**src/rtl/mem_port_arbiter.sv**
```systemverilog
// rtl/mem_port_arbiter.sv - IF/MEM arbiter for a single two-phase (addr_ok/data_ok) memory port; MEM_ARB_RR_EN selects round-robin
module mem_port_arbiter #(
    parameter int AW = 32,
    parameter int DW = 32
) (
    input  logic              clk,
    input  logic              resetn,
    input  logic              inst_req,
    input  logic [AW-1:0]     inst_addr,
    output logic [DW-1:0]     inst_rdata,
    output logic              inst_done,
    input  logic              data_req,
    input  logic              data_wr,
    input  logic [1:0]        data_size,
    input  logic [DW/8-1:0]   data_wstrb,
    input  logic [AW-1:0]     data_addr,
    input  logic [DW-1:0]     data_wdata,
    output logic [DW-1:0]     data_rdata,
    output logic              data_done,
    output logic              bus_req,
    output logic              bus_wr,
    output logic [1:0]        bus_size,
    output logic [DW/8-1:0]   bus_wstrb,
    output logic [AW-1:0]     bus_addr,
    output logic [DW-1:0]     bus_wdata,
    input  logic              bus_addr_ok,
    input  logic              bus_data_ok,
    input  logic [DW-1:0]     bus_rdata,
    output logic              stallreq_if,
    output logic              stallreq_mem
);

    localparam logic [1:0] ST_IDLE = 2'd0;
    localparam logic [1:0] ST_ADDR = 2'd1;
    localparam logic [1:0] ST_DATA = 2'd2;

    localparam logic OWN_IF  = 1'b0;
    localparam logic OWN_MEM = 1'b1;

    logic [1:0]      state;
    logic            owner;
    logic            wr_q;
    logic [1:0]      size_q;
    logic [DW/8-1:0] wstrb_q;
    logic [AW-1:0]   addr_q;
    logic [DW-1:0]   wdata_q;
    logic [DW-1:0]   rdata_q;
    logic            inst_done_q;
    logic            data_done_q;

    logic            inst_elig;
    logic            data_elig;
    logic            grant_any;
    logic            grant_mem;

    // A requester completing this cycle still holds req for one more cycle; keep it out of arbitration
    assign inst_elig = inst_req & ~inst_done_q;
    assign data_elig = data_req & ~data_done_q;
    assign grant_any = inst_elig | data_elig;

`ifdef MEM_ARB_RR_EN
    logic last_grant;

    // On a tie, the side that did not win last time gets the port
    assign grant_mem = data_elig & (~inst_elig | (last_grant == OWN_IF));

    // Remember the owner of every grant so ties alternate
    always_ff @(posedge clk or negedge resetn) begin
        if (!resetn) begin
            last_grant <= OWN_IF;
        end else if (state == ST_IDLE && grant_any) begin
            last_grant <= grant_mem;
        end
    end
`else
    // Fixed priority: MEM wins every tie
    assign grant_mem = data_elig;
`endif

    // Transaction FSM: latch the winner in IDLE, hold the address phase, collect data and pulse done
    always_ff @(posedge clk or negedge resetn) begin
        if (!resetn) begin
            state       <= ST_IDLE;
            owner       <= OWN_IF;
            wr_q        <= 1'b0;
            size_q      <= 2'd0;
            wstrb_q     <= '0;
            addr_q      <= '0;
            wdata_q     <= '0;
            rdata_q     <= '0;
            inst_done_q <= 1'b0;
            data_done_q <= 1'b0;
        end else begin
            inst_done_q <= 1'b0;
            data_done_q <= 1'b0;
            case (state)
                ST_IDLE: begin
                    if (grant_any) begin
                        owner <= grant_mem;
                        state <= ST_ADDR;
                        if (grant_mem) begin
                            wr_q    <= data_wr;
                            size_q  <= data_size;
                            wstrb_q <= data_wr ? data_wstrb : '0;
                            addr_q  <= data_addr;
                            wdata_q <= data_wdata;
                        end else begin
                            wr_q    <= 1'b0;
                            size_q  <= 2'd2;
                            wstrb_q <= '0;
                            addr_q  <= inst_addr;
                            wdata_q <= '0;
                        end
                    end
                end
                ST_ADDR: begin
                    if (bus_addr_ok) begin
                        state <= ST_DATA;
                    end
                end
                ST_DATA: begin
                    if (bus_data_ok) begin
                        rdata_q <= bus_rdata;
                        state   <= ST_IDLE;
                        if (owner == OWN_MEM) begin
                            data_done_q <= 1'b1;
                        end else begin
                            inst_done_q <= 1'b1;
                        end
                    end
                end
                default: state <= ST_IDLE;
            endcase
        end
    end

    assign bus_req      = (state == ST_ADDR);
    assign bus_wr       = wr_q;
    assign bus_size     = size_q;
    assign bus_wstrb    = wstrb_q;
    assign bus_addr     = addr_q;
    assign bus_wdata    = wdata_q;

    assign inst_done    = inst_done_q;
    assign data_done    = data_done_q;
    assign inst_rdata   = rdata_q;
    assign data_rdata   = rdata_q;

    assign stallreq_if  = inst_req & ~inst_done_q;
    assign stallreq_mem = data_req & ~data_done_q;

endmodule
```
**config.mk**
```make
export PLATFORM = sky130hd
export DESIGN_NAME = mem_port_arbiter
export DESIGN_NICKNAME = d
export VERILOG_FILES = /design/src/rtl/mem_port_arbiter.sv
export SDC_FILE = /design/constraint.sdc
export NUM_CORES = 1
export LEC_CHECK = 0
export BUFFER_PORTS_ARGS = -buffer_cell sky130_fd_sc_hd__buf_2
export CORE_UTILIZATION = 25
export DETAILED_ROUTE_END_ITERATION = 6
export GPL_TIMING_DRIVEN = 0
export PLACE_DENSITY_LB_ADDON = 0.08
export SYNTH_ARGS = -nofsm -noshare
export SYNTH_HDL_FRONTEND = slang
export SYNTH_SLANG_ARGS = --single-unit
```
**constraint.sdc**
```tcl
create_clock -name clk -period 2.1 [get_ports clk]
set_input_delay 0.105 -clock clk [delete_from_list [all_inputs] [get_ports clk]]
set_output_delay 0.105 -clock clk [all_outputs]
set_load 0.005 [all_outputs]
```
==> impl_metrics.json, run 1 <==
{
  "crit_path_end_kind": "flip-flop",
  "gp_congestion": 0.699,
  "synth_compound_area_share_pct": 7.94,
  "clock-sinks": 108,
  "setup_violations": 0,
  "drt-total-wl_microns": 12900,
  "clk_pin_slew_ps": 70,
  "layout_common_cells": "buf_2 (286), dfrtp_1 (108), dlygate4sd3_1 (72)",
  "viasPerCell": 4.11,
  "ir_drop_uv": 476,
  "die_width_microns": 140,
  "cts_buffers": 9,
  "fill_cells": 1828,
  "fin_nets": 818,
  "maxSlewHeadroom_pct": 62.2,
  "start_util_pct": 25.5,
  "yosysSeqAreaShare_pct": 56.6,
  "synth_top_area_share_pct": 56.6,
  "synth_enable_flop_cells": 0,
  "cp.required_ps": 2330,
  "yosys.area.top_type": "dfrtp_1",
  "fin_util_pct": 40.3,
  "numPortBuffers": 280,
  "rows": 50,
  "tightest_slew_ps": 565,
  "cts_tree": "built",
  "antenna_found_initial": 0,
  "grt_usage_pct": 13.4,
  "synth_fa_ha_area_share_pct": 0,
  "synthMuxAreaShare_pct": 25.0,
  "async_reset_ff_share_pct": 100,
  "die-area_sq_um": 19700,
  "dp_hpwl_microns": 9460,
  "slew_violations": 0,
  "critPathMaxFanout": 10,
  "cts_setup_buffers": 0,
  "synth.net_count": 454,
  "total_power_mw": 9.94,
  "timing.hold.ws_ps": 18.9,
  "rsz0062_at_grt": "no",
  "startpoint_type": "flip-flop",
  "worstSetupPathType": "flip-flop to flip-flop",
  "drc": 0,
  "max_cap_violations": 0,
  "drive_above_1_share_pct": 65.4,
  "critPathArrivalTime_ps": 2000,
  "grt_overflow_total": 0,
  "die_y_microns": 140,
  "syn_area_per_cell_sq_um": 15.3,
  "clockBufferDepth": 2,
  "ys_warn_count": 0,
  "antennaDiodeCount": 0,
  "area_growth_pct": 57.7,
  "synth_ff_type": "dfrtp_1",
  "cts-htree-levels": 3,
  "netlist_area_sq_um": 4780,
  "period_needed_ps": 1780,
  "worstHoldPathType": "input pin to flip-flop",
  "ios": 281,
  "synth-simple-area-share_pct": 1.39,
  "final_common_cell": "buf_2",
  "power_density_nw_per_um2": 1320,
  "drtIter0Drc": 69,
  "synth.area.top_cells": "dfrtp_1 (57%), mux2_2 (16%), mux2_4 (9.4%), a22o_1 (6.2%), buf_4 (5.5%)",
  "drtAntennaViolNets": 0,
  "grt_pass1_vias": 3981,
  "fin_cells": 916,
  "grt_max_degree": 60,
  "vias": 3761,
  "dr.pass1.iters": 3,
  "ys_types": 23,
  "drt-wirelength-per-cell_microns": 14.1,
  "clockRootBuffer": "clkbuf_16",
  "synth_xor_area_share_pct": 0,
  "dp_cells": 828,
  "status": "completed",
  "fin_crit_sh_pct": 84.5,
  "skew_ps": 8.06,
  "max_freq_ghz": 0.563,
  "ys_ff_latch": 108,
  "clk_latency_ps": 350,
  "grt_first_pass_wirelength_microns": 20400,
  "synth_top_family_by_area": "multiplexers",
  "finalHoldViolations": 0,
  "core-area_sq_um": 18700,
  "p_leak_nw": 3.93,
  "synth_cells": 313
}
report_power, final:
group | switching (mW) | internal, mW | leakage (nW)
Sequential | 0.596 | 3.07 | 1.32
Clock | 0.799 | 0.967 | 0.149
Combinational | 1.68 | 2.84 | 2.46
Total | 3.07 | 6.87 | 3.93
per-layer routing:
metal | routed length (microns) | global-route usage, % | share of wire, % | up-vias
met1 | 5400 | 16.2 | 42 | 1797
met2 | 6470 | 22.8 | 50 | 140
met4 | 218 | 5.32 | 1.7 | 0
met5 | 0 | 0 | 0 | -
li1 | - | - | - | 1810
met3 | 810 | 3.18 | 6.3 | 14
cell families (layout without fill, tap and decap cells):
| logic type | Yosys count | in the layout |
|---|---|---|
| and+or+nand+nor | 11 | 11 |
| buffers and inverters | 55 | 424 |
| DFF | 108 | 108 |
| muxes | 96 | 96 |
| AOI/OAI and AO/OA | 43 | 43 |
per-stage QoR:
stage / instance area [sq um] / TNS, ps / setup slack (ps)
after floorplan: 4780 / 0 / 537
after global placement: 6470 / -49160 / -467
after detailed placement: 6500 / 0 / 261
after CTS: 7530 / 0 / 244
after global routing: 7530 / 0 / 170
final: 7530 / 0 / 325
state kept, by name, summed over array words and instances (netlist names):
signal / flops
data_done: 1
data_rdata: 32
owner: 1
bus_wdata: 32
bus_wstrb: 4
bus_size: 2
inst_done: 1
bus_addr: 32
bus_wr: 1
state: 2
final timing paths:
check	slack [ps]	endpoint	depth (start not counted)	startpoint
max in group asynchronous	1160	bus_addr[17]$_DFFE_PN0P_	3	resetn
worst max-delay path	320	bus_addr[2]$_DFFE_PN0P_	6	data_done$_DFF_PN0_
worst min-delay path	20	bus_wstrb[0]$_DFFE_PN0P_	2	data_wstrb[0]
worst max register to register	320	bus_addr[2]$_DFFE_PN0P_	6	data_done$_DFF_PN0_
min in group asynchronous	270	data_rdata[19]$_DFFE_PN0P_	2	resetn
worst min register to register	450	inst_done$_DFF_PN0_	1	owner$_DFFE_PN0P_
cell usage after synthesis, types with 2 or more instances:
cell type and n:
a22o_1 34, mux2_4 30, inv_1 4, nand2b_1 2, o21ai_0 2, buf_12 3
dfrtp_1 108, mux2_2 66, buf_2 7, buf_6 5, buf_4 35, a32o_1 4
nor2_1 3
final cells by class:
cell class              count  area [sq um]  share of cell area, %
multi-input cells         150          1640                   21.8
clock inverters             6          68.8                  0.913
inverters                   5          21.3                  0.282
repair buffers            353          2160                   28.6
plain buffers              50           414                   5.50
flip-flops and latches    108          2700                   35.9
well taps                 234           293                   3.89
clock buffers              10           239                   3.17
critical path: stages (launching register included):
cell	delay, ps
dfrtp_1	340
nand2b_4	120
buf_6	150
inv_4	50
o21ai_4	470
buf_12	220
mux2_4	300
what timing repair did:
item / 4_1_cts / 5_1_grt
hold buffers: 72 / 0
hold endpoints to repair: 120 / 0
gates resized for setup: 0 / 0
Note: power is estimated with default switching activity, not from simulation.
==> run 2, diff against run 1 <==
Clock period 2.1 ns to 1.55 ns, I/O delays scaled along.
==> run 2 against run 1 <==
Non-clock buffer count rose by 7. Total power rose by 36%. Highest routed layer unchanged. Utilization rose by 0.43 points. First-iteration DRC count rose by 36%. Hold slack improved by 64 ps. Sequential share of layout area fell by 0.38 points.
==> impl_metrics.json, run 2 (synthesis gave the netlist of run 1 again) <==
{
  "status": "completed",
  "drt-wirelength-per-cell_microns": 14.2,
  "drive_above_1_share_pct": 65.9,
  "viasPerCell": 4.14,
  "die_y_microns": 140,
  "grt_usage_pct": 13.5,
  "cts_buffers": 9,
  "r2r-end": "data_rdata[5]$_DFFE_PN0P_",
  "cp-startpoint": "state[0]$_DFFE_PN0P_",
  "grt_first_pass_wirelength_microns": 20500,
  "die-area_sq_um": 19700,
  "setup_violations": 0,
  "multi_input_area_sq_um": 1660,
  "dp_hpwl_microns": 9440,
  "clockRootBuffer": "clkbuf_16",
  "drtAntennaViolNets": 0,
  "cts-htree-levels": 3,
  "grt_max_degree": 80,
  "setup_slack_ps": 46.4,
  "tightest_slew_ps": 433,
  "core-area_sq_um": 18700,
  "grt_pass1_vias": 3984,
  "crit_path_end": "data_rdata[5]$_DFFE_PN0P_",
  "path_cells": "nand3b_1 -> clkbuf_4 -> mux2_2",
  "rows": 50,
  "maxSlewHeadroom_pct": 71.1,
  "layout_common_cells": "buf_2 (283), dfrtp_1 (108), dlygate4sd3_1 (74)",
  "reg2regPathDepth": 3,
  "startpoint_type": "flip-flop",
  "antennaDiodeCount": 0,
  "critPathMaxFanout": 10,
  "cts_tree": "built",
  "fin_util_pct": 40.7,
  "worstHoldPathType": "input pin to flip-flop",
  "clock-sinks": 108,
  "fin_crit_sh_pct": 97.0,
  "critical_path.max_stage_delay_ps": 450,
  "regArea_sq_um": 2700,
  "cp_slowest_cell": "dfrtp_1",
  "antenna_found_initial": 0,
  "vias": 3825,
  "ir_drop_uv": 752,
  "dr.pass1.iters": 4,
  "clk_latency_ps": 350,
  "finalHoldViolations": 0,
  "area_growth_pct": 59.4,
  "crit_path_end_kind": "flip-flop",
  "final_common_cell": "buf_2",
  "drtIter0Drc": 94,
  "power_density_nw_per_um2": 1780,
  "hold_start": "data_addr[18]",
  "rsz0062_at_grt": "yes",
  "clk_pin_slew_ps": 80,
  "p_leak_nw": 3.97,
  "period_needed_ps": 1500,
  "die_width_microns": 140,
  "drc": 0,
  "grt_overflow_total": 0,
  "cp.required_ps": 1780,
  "gp_congestion": 0.690,
  "max_freq_ghz": 0.665,
  "clockBufferDepth": 2,
  "start_util_pct": 25.5,
  "slew_violations": 0,
  "numPortBuffers": 280,
  "critPathArrivalTime_ps": 1730,
  "dp_worst_setup_slack_ps": -208,
  "fin_nets": 825,
  "rrSetupSlack_ps": 50,
  "r2r_start": "state[0]$_DFFE_PN0P_",
  "max_cap_violations": 0,
  "skew_ps": 14.2,
  "worstSetupPathType": "flip-flop to flip-flop",
  "drt-total-wl_microns": 13100,
  "fill_cells": 1801,
  "ios": 281
}
run 2: cell count changes in the layout (fill, tap and decap cells not counted), moves of 2 or more:
| cell | previous run | this run |
|---|---|---|
| buf_2 | 286 | 283 |
| buf_4 | 35 | 39 |
| clkbuf_4 | 0 | 3 |
| dlygate4sd3_1 | 72 | 74 |
| inv_8 | 0 | 2 |
run 2: critical path, delay by kind of cell (launching register included):
kind / cells / cell delay, ps
buffers and inverters: 1 / 300
muxes: 1 / 350
DFF: 1 / 450
and+or+nand+nor: 1 / 290
run 2: worst min path at each step:
stage | end | slack (ps) | cells past startpoint
after CTS | bus_addr[18]$_DFFE_PN0P_ | 60 | 3
after global placement | state[1]$_DFFE_PN0P_ | 290 | 2
after floorplan | bus_addr[0]$_DFFE_PN0P_ | -220 | 0
final | bus_addr[18]$_DFFE_PN0P_ | 80 | 3
after detailed placement | bus_addr[18]$_DFFE_PN0P_ | -20 | 1
after global routing | bus_addr[19]$_DFFE_PN0P_ | 60 | 3
run 2: area by class of cell:
type	count	share of cell area, %
multi-input cells	150	21.7
repair buffers	361	29.3
clock inverters	7	0.904
flip-flops and latches	108	35.5
clock buffers	9	2.96
inverters	5	0.279
plain buffers	49	5.44
well taps	234	3.85
run 2: per-layer routing:
metal	global-route usage (%)	wire [microns]
met1	14.7	5230
met5	0	0
met2	25.4	7150
met4	3.64	142
met3	3.69	620
run 2: power by group:
part           switching (mW)  leakage, nW  internal [mW]
Clock                    1.15        0.143           1.14
Combinational            2.31         2.51           3.97
Sequential              0.818         1.32           4.15
Total                    4.28         3.97           9.26
run 2: per-stage QoR:
step	hold WS (ps)	setup TNS [ps]	instance area, sq um	power (mW)	instances
floorplan	-218	0	4780	8.50	313
global placement	291	-116940	6470	11.0	827
detailed placement	-23.7	-12820	6500	11.1	828
CTS	57.1	0	7590	13.8	922
global route	64.8	-523	7610	14.5	923
finish	83.3	0	7610	13.5	923
run 2: what timing repair did:
action | 4_1_cts | 5_1_grt
buffers inserted | 4 | 2
endpoints found under the hold margin | 119 | 0
endpoints found under the setup margin | 101 | 66
pin swaps | 2 | 1
resized for setup | 3 | 5
hold buffers | 74 | 0
